--- config.mk ---
export PLATFORM = sky130hd
export DESIGN_NAME = gin_bus_buffered_flat
export DESIGN_NICKNAME = d
export VERILOG_FILES = /design/src/rtl/gin_bus_if.sv /design/src/rtl/gin_bus_buffered.sv /design/src/flat_wrapper.sv
export SDC_FILE = /design/constraint.sdc
export NUM_CORES = 1
export LEC_CHECK = 0
export BUFFER_PORTS_ARGS = -buffer_cell sky130_fd_sc_hd__buf_2
export CAP_MARGIN = 20
export CELL_PAD_IN_SITES_DETAIL_PLACEMENT = 0
export CELL_PAD_IN_SITES_GLOBAL_PLACEMENT = 1
export CORE_ASPECT_RATIO = 0.7
export CORE_MARGIN = 1
export CORE_UTILIZATION = 40
export DETAILED_ROUTE_END_ITERATION = 8
export PLACE_DENSITY_LB_ADDON = 0.1
export SYNTH_ARGS = -nofsm -noshare
export SYNTH_HDL_FRONTEND = slang
export SYNTH_SLANG_ARGS = --single-unit
export TNS_END_PERCENT = 20
--- constraint.sdc ---
create_clock -name clk -period 7.83 [get_ports clk]
set_input_delay 1.566 -clock clk [delete_from_list [all_inputs] [get_ports clk]]
set_output_delay 1.566 -clock clk [all_outputs]
set_load 0.05 [all_outputs]
--- src/rtl/gin_bus_if.sv ---
// Source-to-targets handshake and data bundle for the buffered global interconnect bus.
// Source side: bus_enable/bus_ready; target side: target_enable/target_ready per channel.
// A word moves on any rising edge where its valid and ready are both high.
interface gin_bus_if #(
  parameter int BITWIDTH        = 16,
  parameter int TAG_LENGTH      = 4,
  parameter int NUM_CONTROLLERS = 4
);
  logic                                bus_enable;
  logic                                bus_ready;
  logic [TAG_LENGTH-1:0]               tag;
  logic [BITWIDTH-1:0]                 data_source;
  logic [NUM_CONTROLLERS-1:0]          target_ready;
  logic [NUM_CONTROLLERS-1:0]          target_enable;
  logic [BITWIDTH*NUM_CONTROLLERS-1:0] output_value;
  logic                                bus_idle;

  modport master (
    output bus_enable, tag, data_source, target_ready,
    input  bus_ready, target_enable, output_value, bus_idle
  );

  modport slave (
    input  bus_enable, tag, data_source, target_ready,
    output bus_ready, target_enable, output_value, bus_idle
  );
endinterface

--- src/rtl/gin_bus_buffered.sv ---
// Buffered multicast global interconnect bus: scan-programmed ID/mask per channel,
// one FIFO per target channel so a stalled target never blocks the others.
module gin_bus_buffered #(
  parameter int BITWIDTH        = 16,
  parameter int TAG_LENGTH      = 4,
  parameter int NUM_CONTROLLERS = 4,
  parameter int FIFO_DEPTH      = 4
) (
  input  logic                  clk,
  input  logic                  rstb,
  // "program" is a reserved word in SystemVerilog, hence program_en
  input  logic                  program_en,
  input  logic [TAG_LENGTH-1:0] scan_tag_in,
  output logic [TAG_LENGTH-1:0] scan_tag_next_bus,
  gin_bus_if.slave              bus
);

  localparam int AW = $clog2(FIFO_DEPTH);
  localparam int CW = AW + 1;
  localparam int NS = 2 * NUM_CONTROLLERS;

  // Stage 2i holds id[i], stage 2i+1 holds mask[i]
  logic [TAG_LENGTH-1:0] chain_q [NS];
  logic [TAG_LENGTH-1:0] chain_d [NS];

  logic [BITWIDTH-1:0] mem_q    [NUM_CONTROLLERS][FIFO_DEPTH];
  logic [BITWIDTH-1:0] mem_d    [NUM_CONTROLLERS][FIFO_DEPTH];
  logic [AW-1:0]       wr_ptr_q [NUM_CONTROLLERS];
  logic [AW-1:0]       wr_ptr_d [NUM_CONTROLLERS];
  logic [AW-1:0]       rd_ptr_q [NUM_CONTROLLERS];
  logic [AW-1:0]       rd_ptr_d [NUM_CONTROLLERS];
  logic [CW-1:0]       count_q  [NUM_CONTROLLERS];
  logic [CW-1:0]       count_d  [NUM_CONTROLLERS];

  logic [NUM_CONTROLLERS-1:0]          match;
  logic [NUM_CONTROLLERS-1:0]          full;
  logic [NUM_CONTROLLERS-1:0]          empty;
  logic [NUM_CONTROLLERS-1:0]          push;
  logic [NUM_CONTROLLERS-1:0]          pop;
  logic                                ready_int;
  logic                                accept;
  logic [BITWIDTH*NUM_CONTROLLERS-1:0] out_vec;

  always_comb begin
    for (int k = 0; k < NS; k++) begin
      chain_d[k] = chain_q[k];
    end
    if (program_en) begin
      chain_d[0] = scan_tag_in;
      for (int k = 1; k < NS; k++) begin
        chain_d[k] = chain_q[k-1];
      end
    end
  end

  always_comb begin
    match = '0;
    full  = '0;
    empty = '0;
    for (int i = 0; i < NUM_CONTROLLERS; i++) begin
      match[i] = (((bus.tag ^ chain_q[2*i]) & ~chain_q[2*i+1]) == '0);
      full[i]  = (count_q[i] == CW'(FIFO_DEPTH));
      empty[i] = (count_q[i] == '0);
    end
  end

  // Ready looks only at FIFO occupancy, never at target_ready, so there is
  // no combinational path from the targets back to the source.
  always_comb begin
    ready_int = !program_en;
    for (int i = 0; i < NUM_CONTROLLERS; i++) begin
      if (match[i] && full[i]) begin
        ready_int = 1'b0;
      end
    end
  end

  assign accept = bus.bus_enable && ready_int;
  assign push   = match & {NUM_CONTROLLERS{accept}};
  assign pop    = ~empty & bus.target_ready;

  always_comb begin
    for (int i = 0; i < NUM_CONTROLLERS; i++) begin
      for (int j = 0; j < FIFO_DEPTH; j++) begin
        mem_d[i][j] = mem_q[i][j];
      end
      wr_ptr_d[i] = wr_ptr_q[i];
      rd_ptr_d[i] = rd_ptr_q[i];
      count_d[i]  = count_q[i];
      if (push[i]) begin
        mem_d[i][wr_ptr_q[i]] = bus.data_source;
        wr_ptr_d[i]           = wr_ptr_q[i] + AW'(1);
      end
      if (pop[i]) begin
        rd_ptr_d[i] = rd_ptr_q[i] + AW'(1);
      end
      case ({push[i], pop[i]})
        2'b10:   count_d[i] = count_q[i] + CW'(1);
        2'b01:   count_d[i] = count_q[i] - CW'(1);
        default: count_d[i] = count_q[i];
      endcase
    end
  end

  always_ff @(posedge clk or negedge rstb) begin
    if (!rstb) begin
      for (int k = 0; k < NS; k++) begin
        chain_q[k] <= '0;
      end
      for (int i = 0; i < NUM_CONTROLLERS; i++) begin
        for (int j = 0; j < FIFO_DEPTH; j++) begin
          mem_q[i][j] <= '0;
        end
        wr_ptr_q[i] <= '0;
        rd_ptr_q[i] <= '0;
        count_q[i]  <= '0;
      end
    end else begin
      for (int k = 0; k < NS; k++) begin
        chain_q[k] <= chain_d[k];
      end
      for (int i = 0; i < NUM_CONTROLLERS; i++) begin
        for (int j = 0; j < FIFO_DEPTH; j++) begin
          mem_q[i][j] <= mem_d[i][j];
        end
        wr_ptr_q[i] <= wr_ptr_d[i];
        rd_ptr_q[i] <= rd_ptr_d[i];
        count_q[i]  <= count_d[i];
      end
    end
  end

  // Empty channels present zero so stale FIFO contents never leak out
  always_comb begin
    out_vec = '0;
    for (int i = 0; i < NUM_CONTROLLERS; i++) begin
      if (!empty[i]) begin
        out_vec[BITWIDTH*i +: BITWIDTH] = mem_q[i][rd_ptr_q[i]];
      end
    end
  end

  assign bus.bus_ready      = ready_int;
  assign bus.target_enable  = ~empty;
  assign bus.output_value   = out_vec;
  assign bus.bus_idle       = &empty;
  assign scan_tag_next_bus  = chain_q[NS-1];

endmodule

--- src/flat_wrapper.sv ---
// flat-port wrapper written by rule: the top's interface ports become plain ports
module gin_bus_buffered_flat 
#(
  parameter int BITWIDTH        = 16,
  parameter int TAG_LENGTH      = 4,
  parameter int NUM_CONTROLLERS = 4,
  parameter int FIFO_DEPTH      = 4
)
  (clk, rstb, program_en, scan_tag_in, scan_tag_next_bus, bus_bus_enable, bus_tag, bus_data_source, bus_target_ready, bus_bus_ready, bus_target_enable, bus_output_value, bus_bus_idle);
  gin_bus_if #(.BITWIDTH(BITWIDTH), .TAG_LENGTH(TAG_LENGTH), .NUM_CONTROLLERS(NUM_CONTROLLERS)) bus_i ();
  input  logic clk;
  input  logic rstb;
  input  logic program_en;
  input  logic [TAG_LENGTH-1:0] scan_tag_in;
  output logic [TAG_LENGTH-1:0] scan_tag_next_bus;
  input wire logic [$bits(bus_i.bus_enable)-1:0] bus_bus_enable;
  input wire logic [$bits(bus_i.tag)-1:0] bus_tag;
  input wire logic [$bits(bus_i.data_source)-1:0] bus_data_source;
  input wire logic [$bits(bus_i.target_ready)-1:0] bus_target_ready;
  output wire logic [$bits(bus_i.bus_ready)-1:0] bus_bus_ready;
  output wire logic [$bits(bus_i.target_enable)-1:0] bus_target_enable;
  output wire logic [$bits(bus_i.output_value)-1:0] bus_output_value;
  output wire logic [$bits(bus_i.bus_idle)-1:0] bus_bus_idle;
  assign bus_i.bus_enable = bus_bus_enable;
  assign bus_i.tag = bus_tag;
  assign bus_i.data_source = bus_data_source;
  assign bus_i.target_ready = bus_target_ready;
  assign bus_bus_ready = bus_i.bus_ready;
  assign bus_target_enable = bus_i.target_enable;
  assign bus_output_value = bus_i.output_value;
  assign bus_bus_idle = bus_i.bus_idle;
  gin_bus_buffered #(.BITWIDTH(BITWIDTH), .TAG_LENGTH(TAG_LENGTH), .NUM_CONTROLLERS(NUM_CONTROLLERS), .FIFO_DEPTH(FIFO_DEPTH)) u_core (.clk(clk), .rstb(rstb), .program_en(program_en), .scan_tag_in(scan_tag_in), .scan_tag_next_bus(scan_tag_next_bus), .bus(bus_i));
endmodule
Word level (Yosys, flattened, before mapping)
Cells that the tools add are included.

Register bits after elaboration: 316. Input port bits: 32. Output and inout port bits: 74. Logic and storage cells: 158.

Order comparisons: 12. Bitwise gates (word level): 23. Eq/ne operators: 12. $add $sub $neg: 16. Reductions and logical operators: 23. Mux-type cells: 36.

Operators by type and width (number): bitwise mux 64 bit (4); two-way mux 16 bit (16); binary-select mux 16 bit (select 2 bit) (4); demux 16 bit (select 2 bit) (4); bitwise AND 4 bit (6); greater-or-equal comparator 3 bit, second input constant (8); NOT 2 -> 3 bit (8); case mux 3 bit (2 select lines) (4); NOT 4 bit (5); adder 2 x 1 -> 2 bit, second input constant (8); logical NOT 4 bit (4); XOR 4 bit (4); adder 3 x 1 -> 3 bit, second input constant (4); equality test 3 bit, second input constant (4); logical NOT 3 bit (4); less-than comparator 3 x 1 -> 1 bit, second input constant (4); subtractor 3 x 1 -> 3 bit, second input constant (4); logical AND 1 bit (9); equality test 2 x 1 -> 1 bit, second input constant (4); equality test 2 bit, second input constant (4); nonzero test 2 bit (4); two-way mux 1 bit (4); AND reduction 4 bit (1); logical NOT 1 bit (1).

Depth between registers and ports, before layout
Depth in word-level cells: 12. Mapped depth: 14. Mapped depth without buffers: 12.

Worst setup path before layout
Ideal clock, no wire load.

Path type: input-to-output. From: input port bus_tag[0]. To: output port bus_bus_ready. Data required time: 6.264 ns. Data arrival time: 3.311 ns. Buffers on the path: 2. Setup slack: 2.953 ns. Cell stages on the path: 7. Path through: buf_4 -> xnor2_1 -> o22ai_1 -> o31ai_1 -> a221o_1 -> buf_6 -> nor2b_1.

Word-level cells in the longest chain between the ends: 8. Elaborated cells between the ends (all ways): 20.

RTL lines: start, declared (line flat_wrapper.sv:17) `input wire logic [$bits(bus_i.tag)-1:0] bus_tag;`; XOR 4 bit (line gin_bus_buffered.sv:61) `match[i] = (((bus.tag ^ chain_q[2*i]) & ~chain_q[2*i+1]) == '0);`; bitwise AND 4 bit (line gin_bus_buffered.sv:61); logical NOT 4 bit (line gin_bus_buffered.sv:61); logical AND 1 bit (line gin_bus_buffered.sv:72) `if (match[i] && full[i]) begin`; two-way mux 1 bit (3 in a row) (line gin_bus_buffered.sv:72); two-way mux 1 bit (*) (line gin_bus_buffered.sv:72); end, declared (line flat_wrapper.sv:20) `output wire logic [$bits(bus_i.bus_ready)-1:0] bus_bus_ready;`.

Every way passes the cells marked *; elsewhere a longest branch is shown, timed or not.

Worst setup path in the final report
From: input port program_en. To: output port bus_bus_ready.

Word-level cells in the longest chain between the ends: 5.

RTL lines: start, declared (line flat_wrapper.sv:13) `input logic program_en;`; logical NOT 1 bit (line gin_bus_buffered.sv:70) `ready_int = !program_en;`; two-way mux 1 bit (4 in a row) (line gin_bus_buffered.sv:72).

No other way between the ends.

==> flow_summary.html <==
<table>
<tr><th>Metric</th><th>Value</th></tr>
<tr><th colspan="2">Outcome</th></tr>
<tr><td>Outcome</td><td>complete, no violations</td></tr>
<tr><th colspan="2">Detailed routing</th></tr>
<tr><td>Wirelength, routed</td><td>~32 mm</td></tr>
<tr><td>Antenna Violating Nets Remaining</td><td>0</td></tr>
<tr><td>Violation count after the first detailed-routing iteration</td><td>about 360</td></tr>
<tr><td>DRC Markers</td><td>0</td></tr>
<tr><td>Via count normalized by instance count</td><td>between 5 and 6</td></tr>
<tr><td>Total iterations of the first detailed-routing run</td><td>4</td></tr>
<tr><td>Vias post-DR</td><td>7,986</td></tr>
<tr><td>WL per Instance</td><td>slightly above 20 microns</td></tr>
<tr><th colspan="2">Layout</th></tr>
<tr><td>Count of filler cells inserted in the layout</td><td>around 3,300</td></tr>
<tr><td>Area growth, synth to finish</td><td>13.4%</td></tr>
<tr><td>Final net count</td><td>1,120</td></tr>
<tr><td># diodes</td><td>0</td></tr>
<tr><td>Proportion of layout cells with a drive suffix above 1</td><td>around 50%</td></tr>
<tr><td>Finished Layout Cells</td><td>~1,600</td></tr>
<tr><th colspan="2">Synthesis</th></tr>
<tr><td>Average instance area after synthesis</td><td>15.5 sq um</td></tr>
<tr><td>Synthesized flop and latch total</td><td>between 300 and 400</td></tr>
<tr><td>Nets in the synthesized netlist</td><td>1,035</td></tr>
<tr><td>Ys flop type</td><td>sky130_fd_sc_hd__dfrtp_1</td></tr>
<tr><td>Post-synthesis instance area</td><td>approximately 15,000 sq um</td></tr>
<tr><td>Count of flip-flops with a built-in enable after synthesis</td><td>0</td></tr>
<tr><td>Fraction of registers with async set/reset</td><td>100%</td></tr>
<tr><td>Number of instances in the synthesized netlist</td><td>a little under 1,000</td></tr>
<tr><td>Yosys warnings</td><td>0</td></tr>
<tr><td>Yosys cell types</td><td>31</td></tr>
<tr><td>Sequential share of the synthesized area</td><td>between 50% and 60%</td></tr>
<tr><th colspan="2">Run</th></tr>
<tr><td>Max-cap viol count</td><td>0</td></tr>
<tr><th colspan="2">GRT</th></tr>
<tr><td>Pin count of the biggest net entering global routing</td><td>~170</td></tr>
<tr><td>Remaining global-route overflow</td><td>0</td></tr>
<tr><td>Global-route wire length before repair</td><td>slightly above 50 mm</td></tr>
<tr><td>Vias in the first global route</td><td>between 8,000 and 9,000</td></tr>
<tr><td>Initial antenna violation count</td><td>0</td></tr>
<tr><td>All-layer global routing usage</td><td>around 17%</td></tr>
<tr><th colspan="2">Critical path</th></tr>
<tr><td>Endpoint class of the critical path</td><td>output pin</td></tr>
<tr><td>Data arrival time at the worst-slack endpoint</td><td>about 3500 ps</td></tr>
<tr><td>CP startpoint</td><td>program_en</td></tr>
<tr><td>Kind of start point of the critical path</td><td>primary input</td></tr>
<tr><td>Start-to-end type of the worst setup path</td><td>in -&gt; out</td></tr>
<tr><td>Startpoint of the worst-slack reg-to-reg timing path</td><td>u_core.chain_q[6]</td></tr>
<tr><td>Crit path required time</td><td>~6300 ps</td></tr>
<tr><td>Critical path fanouts, max</td><td>33</td></tr>
<tr><th colspan="2">Clock tree</th></tr>
<tr><td>TritonCTS clock tree</td><td>built</td></tr>
<tr><td>Clock Sink Count</td><td>316</td></tr>
<tr><td>Number of buffers between clock root and the deepest sink</td><td>3</td></tr>
<tr><td>Resize count post-CTS</td><td>0</td></tr>
<tr><td>Clock root cell</td><td>sky130_fd_sc_hd__clkbuf_16</td></tr>
<tr><td>Cts bufs inserted</td><td>34</td></tr>
<tr><td>Worst-skew pair later-pin latency</td><td>roughly 530 ps</td></tr>
<tr><td>Hold buffer count at cts</td><td>0</td></tr>
<tr><td>Clk pin slew, worst setup/hold paths</td><td>approximately 60 ps</td></tr>
<tr><td>Buffers inserted by post-CTS timing repair</td><td>0</td></tr>
<tr><td>Count of H-tree levels built during CTS</td><td>2</td></tr>
<tr><th colspan="2">STA</th></tr>
<tr><td>Final critical path time including I/O delays and setup</td><td>5100 ps</td></tr>
<tr><td>Actual transition at the worst max-transition pin</td><td>approximately 1100 ps</td></tr>
<tr><td>Fin crit share</td><td>between 60% and 70%</td></tr>
<tr><td>Final Max Tran Viols</td><td>0</td></tr>
<tr><td>Total negative slack</td><td>0 ps</td></tr>
<tr><td>Clock Skews</td><td>23.9 ps</td></tr>
<tr><td>Fmax</td><td>between 0.15 and 0.2 GHz</td></tr>
<tr><td>Least setup slack across all paths after layout</td><td>2730 ps</td></tr>
<tr><td>Slew Limit Headroom</td><td>between 20% and 30%</td></tr>
<tr><td>Final hold vios</td><td>0</td></tr>
<tr><td>WHS</td><td>~480 ps</td></tr>
<tr><td>Total setup violations reported at the end of the flow</td><td>0</td></tr>
<tr><td>RSZ-0062 raised after global routing</td><td>no</td></tr>
<tr><th colspan="2">Floorplan</th></tr>
<tr><td>I/O pin cnt</td><td>~110</td></tr>
<tr><td>Number of rows created at floorplan</td><td>59</td></tr>
<tr><td>Die Y</td><td>about 170 microns</td></tr>
<tr><td>Overall die width</td><td>235 microns</td></tr>
<tr><td>Core Footprint</td><td>between 30,000 and 40,000 sq um</td></tr>
<tr><td>Overall die area</td><td>38,800 sq um</td></tr>
<tr><td>Initial standard-cell utilization of the core</td><td>40.8%</td></tr>
<tr><th colspan="2">Place</th></tr>
<tr><td>Placer's final routability congestion estimate</td><td>about 0.72</td></tr>
<tr><td>Total of buffers placed on input and output ports</td><td>between 100 and 150</td></tr>
<tr><td>Half-perimeter wire length after detailed placement</td><td>~20 mm</td></tr>
<tr><td>Pre-CTS setup slack</td><td>2700 ps</td></tr>
<tr><td>DP Cell Count</td><td>roughly 1,500</td></tr>
<tr><th colspan="2">Power</th></tr>
<tr><td>Power per cell area</td><td>approximately 470 nW/um^2</td></tr>
<tr><td>Worst vdd ir</td><td>0.000244 V</td></tr>
<tr><td>Static leakage</td><td>a little under 8 nW</td></tr>
<tr><th colspan="2">Hold path</th></tr>
<tr><td>Hold WC Path Type</td><td>reg -&gt; reg</td></tr>
<tr><td>Startpoint of the lowest-slack hold path</td><td>u_core.count_q[11]</td></tr>
</table>
## per-layer routing
metal | share of wire [%] | vias to the layer above | wire [microns] | GRT usage (%)
met5 | 0 | - | 0 | 0
met4 | 1.8 | 0 | 582 | 4.52
met3 | 3.5 | 41 | 1120 | 3.17
met2 | 44 | 99 | 14100 | 26.2
met1 | 50 | 4205 | 16000 | 25.3
li1 | - | 3641 | - | -
## critical path: stages
cell and delay, ps:
sky130_fd_sc_hd__buf_2 570, sky130_fd_sc_hd__inv_1 90, sky130_fd_sc_hd__o31ai_1 100, sky130_fd_sc_hd__a221o_2 810, sky130_fd_sc_hd__nor2b_1 120, sky130_fd_sc_hd__buf_2 250
## where the power goes
part,total [W],switching [W],internal (W)
Clock,0.00164,0.000669,0.000970
Combinational,0.00354,0.00194,0.00159
Sequential,0.00285,0.000500,0.00235
## cell families (layout without fill, tap and decap cells)
| family | count (synthesis) | after routing | synth area share [%] |
|---|---|---|---|
| flip-flops | 316 | 316 | 52.0 |
| AND/OR/NAND/NOR | 122 | 122 | 5.55 |
| buffers and inverters | 107 | 218 | 3.82 |
| XOR/XNOR | 40 | 40 | 2.30 |
| adder cells (fa/ha/maj) | 24 | 24 | 2.17 |
| multiplexers | 358 | 358 | 33.7 |
| AO/OA/AOI/OAI | 12 | 12 | 0.510 |
## Yosys cell counts, types with 5 or more instances
| library cell | instances | area share [%] |
|---|---|---|
| sky130_fd_sc_hd__mux2_4 | 100 | 9.9 |
| sky130_fd_sc_hd__mux2_2 | 186 | 14 |
| sky130_fd_sc_hd__nor2_1 | 12 | 0.30 |
| sky130_fd_sc_hd__nand3_1 | 9 | 0.30 |
| sky130_fd_sc_hd__mux4_2 | 64 | 9.5 |
| sky130_fd_sc_hd__inv_1 | 37 | 0.91 |
| sky130_fd_sc_hd__nor3_4 | 12 | 1.3 |
| sky130_fd_sc_hd__and2_1 | 69 | 2.8 |
| sky130_fd_sc_hd__clkbuf_1 | 36 | 0.89 |
| sky130_fd_sc_hd__xor2_1 | 12 | 0.69 |
| sky130_fd_sc_hd__or3_1 | 5 | 0.21 |
| sky130_fd_sc_hd__buf_8 | 10 | 0.99 |
| sky130_fd_sc_hd__xnor2_1 | 28 | 1.6 |
| sky130_fd_sc_hd__buf_4 | 9 | 0.44 |
| sky130_fd_sc_hd__dfrtp_1 | 316 | 52 |
| sky130_fd_sc_hd__ha_1 | 20 | 1.6 |
| sky130_fd_sc_hd__mux2_1 | 6 | 0.44 |
| sky130_fd_sc_hd__nand2_1 | 7 | 0.17 |
| sky130_fd_sc_hd__o22ai_1 | 8 | 0.33 |
| sky130_fd_sc_hd__buf_2 | 8 | 0.26 |
## flip-flops by register name (all words and copies together) (netlist names)
signal / cells
u_core.mem_q: 256
u_core.scan_tag_next_bus: 4
u_core.chain_q: 28
u_core.wr_ptr_q: 8
u_core.rd_ptr_q: 8
u_core.count_q: 12
## final timing paths
| check | endpoint | slack [ps] | cells after the start |
|---|---|---|---|
| setup / recovery | bus_bus_ready | 2730 | 6 |
| hold / removal | u_core.count_q[11] | 480 | 1 |
| setup reg to reg | u_core.count_q[2] | 4520 | 12 |
| hold reg to reg | u_core.count_q[11] | 480 | 1 |
| max in group asynchronous | u_core.mem_q[161] | 5470 | 2 |
| min in group asynchronous | u_core.scan_tag_next_bus[1] | 1050 | 1 |
## final cells by class
type	count	area, sq um	area share, %
well taps	488	611	3.54
clock inverters	10	93.8	0.544
inverters	37	139	0.805
multi-input cells	556	6730	39.0
clock buffers	52	1060	6.14
flip-flops and latches	316	7910	45.8
repair buffers	119	713	4.13
## through the flow
| step | utilization, % | power (W) | cell area [sq um] |
|---|---|---|---|
| floorplan | - | 0.00567 | 15200 |
| global placement | 42.9 | 0.00643 | 16000 |
| detailed placement | 43.0 | 0.00646 | 16000 |
| CTS | 46.1 | 0.00815 | 17200 |
| global route | 46.3 | 0.00854 | 17300 |
| finish | 46.3 | 0.00803 | 17300 |
## cell usage in the layout, fill, tap and decap left out, drive strengths merged, types with 2 or more instances in the layout
| cell | netlist | layout |
|---|---|---|
| mux2 | 292 | 292 |
| nand2 | 7 | 7 |
| fa | 4 | 4 |
| or3 | 5 | 5 |
| nor3 | 12 | 12 |
| and2 | 69 | 69 |
| ha | 20 | 20 |
| mux4 | 64 | 64 |
| o22ai | 8 | 8 |
| o21ai | 2 | 2 |
| nor2 | 16 | 16 |
| nand3 | 9 | 9 |
| mux2i | 2 | 2 |
| dfrtp | 316 | 316 |
| and3 | 2 | 2 |
| clkinv | 0 | 7 |
| inv | 37 | 39 |
| clkbuf | 36 | 53 |
| buf | 34 | 118 |
| xnor2 | 28 | 28 |
| xor2 | 12 | 12 |
Note: power is estimated with default switching activity, not from simulation.
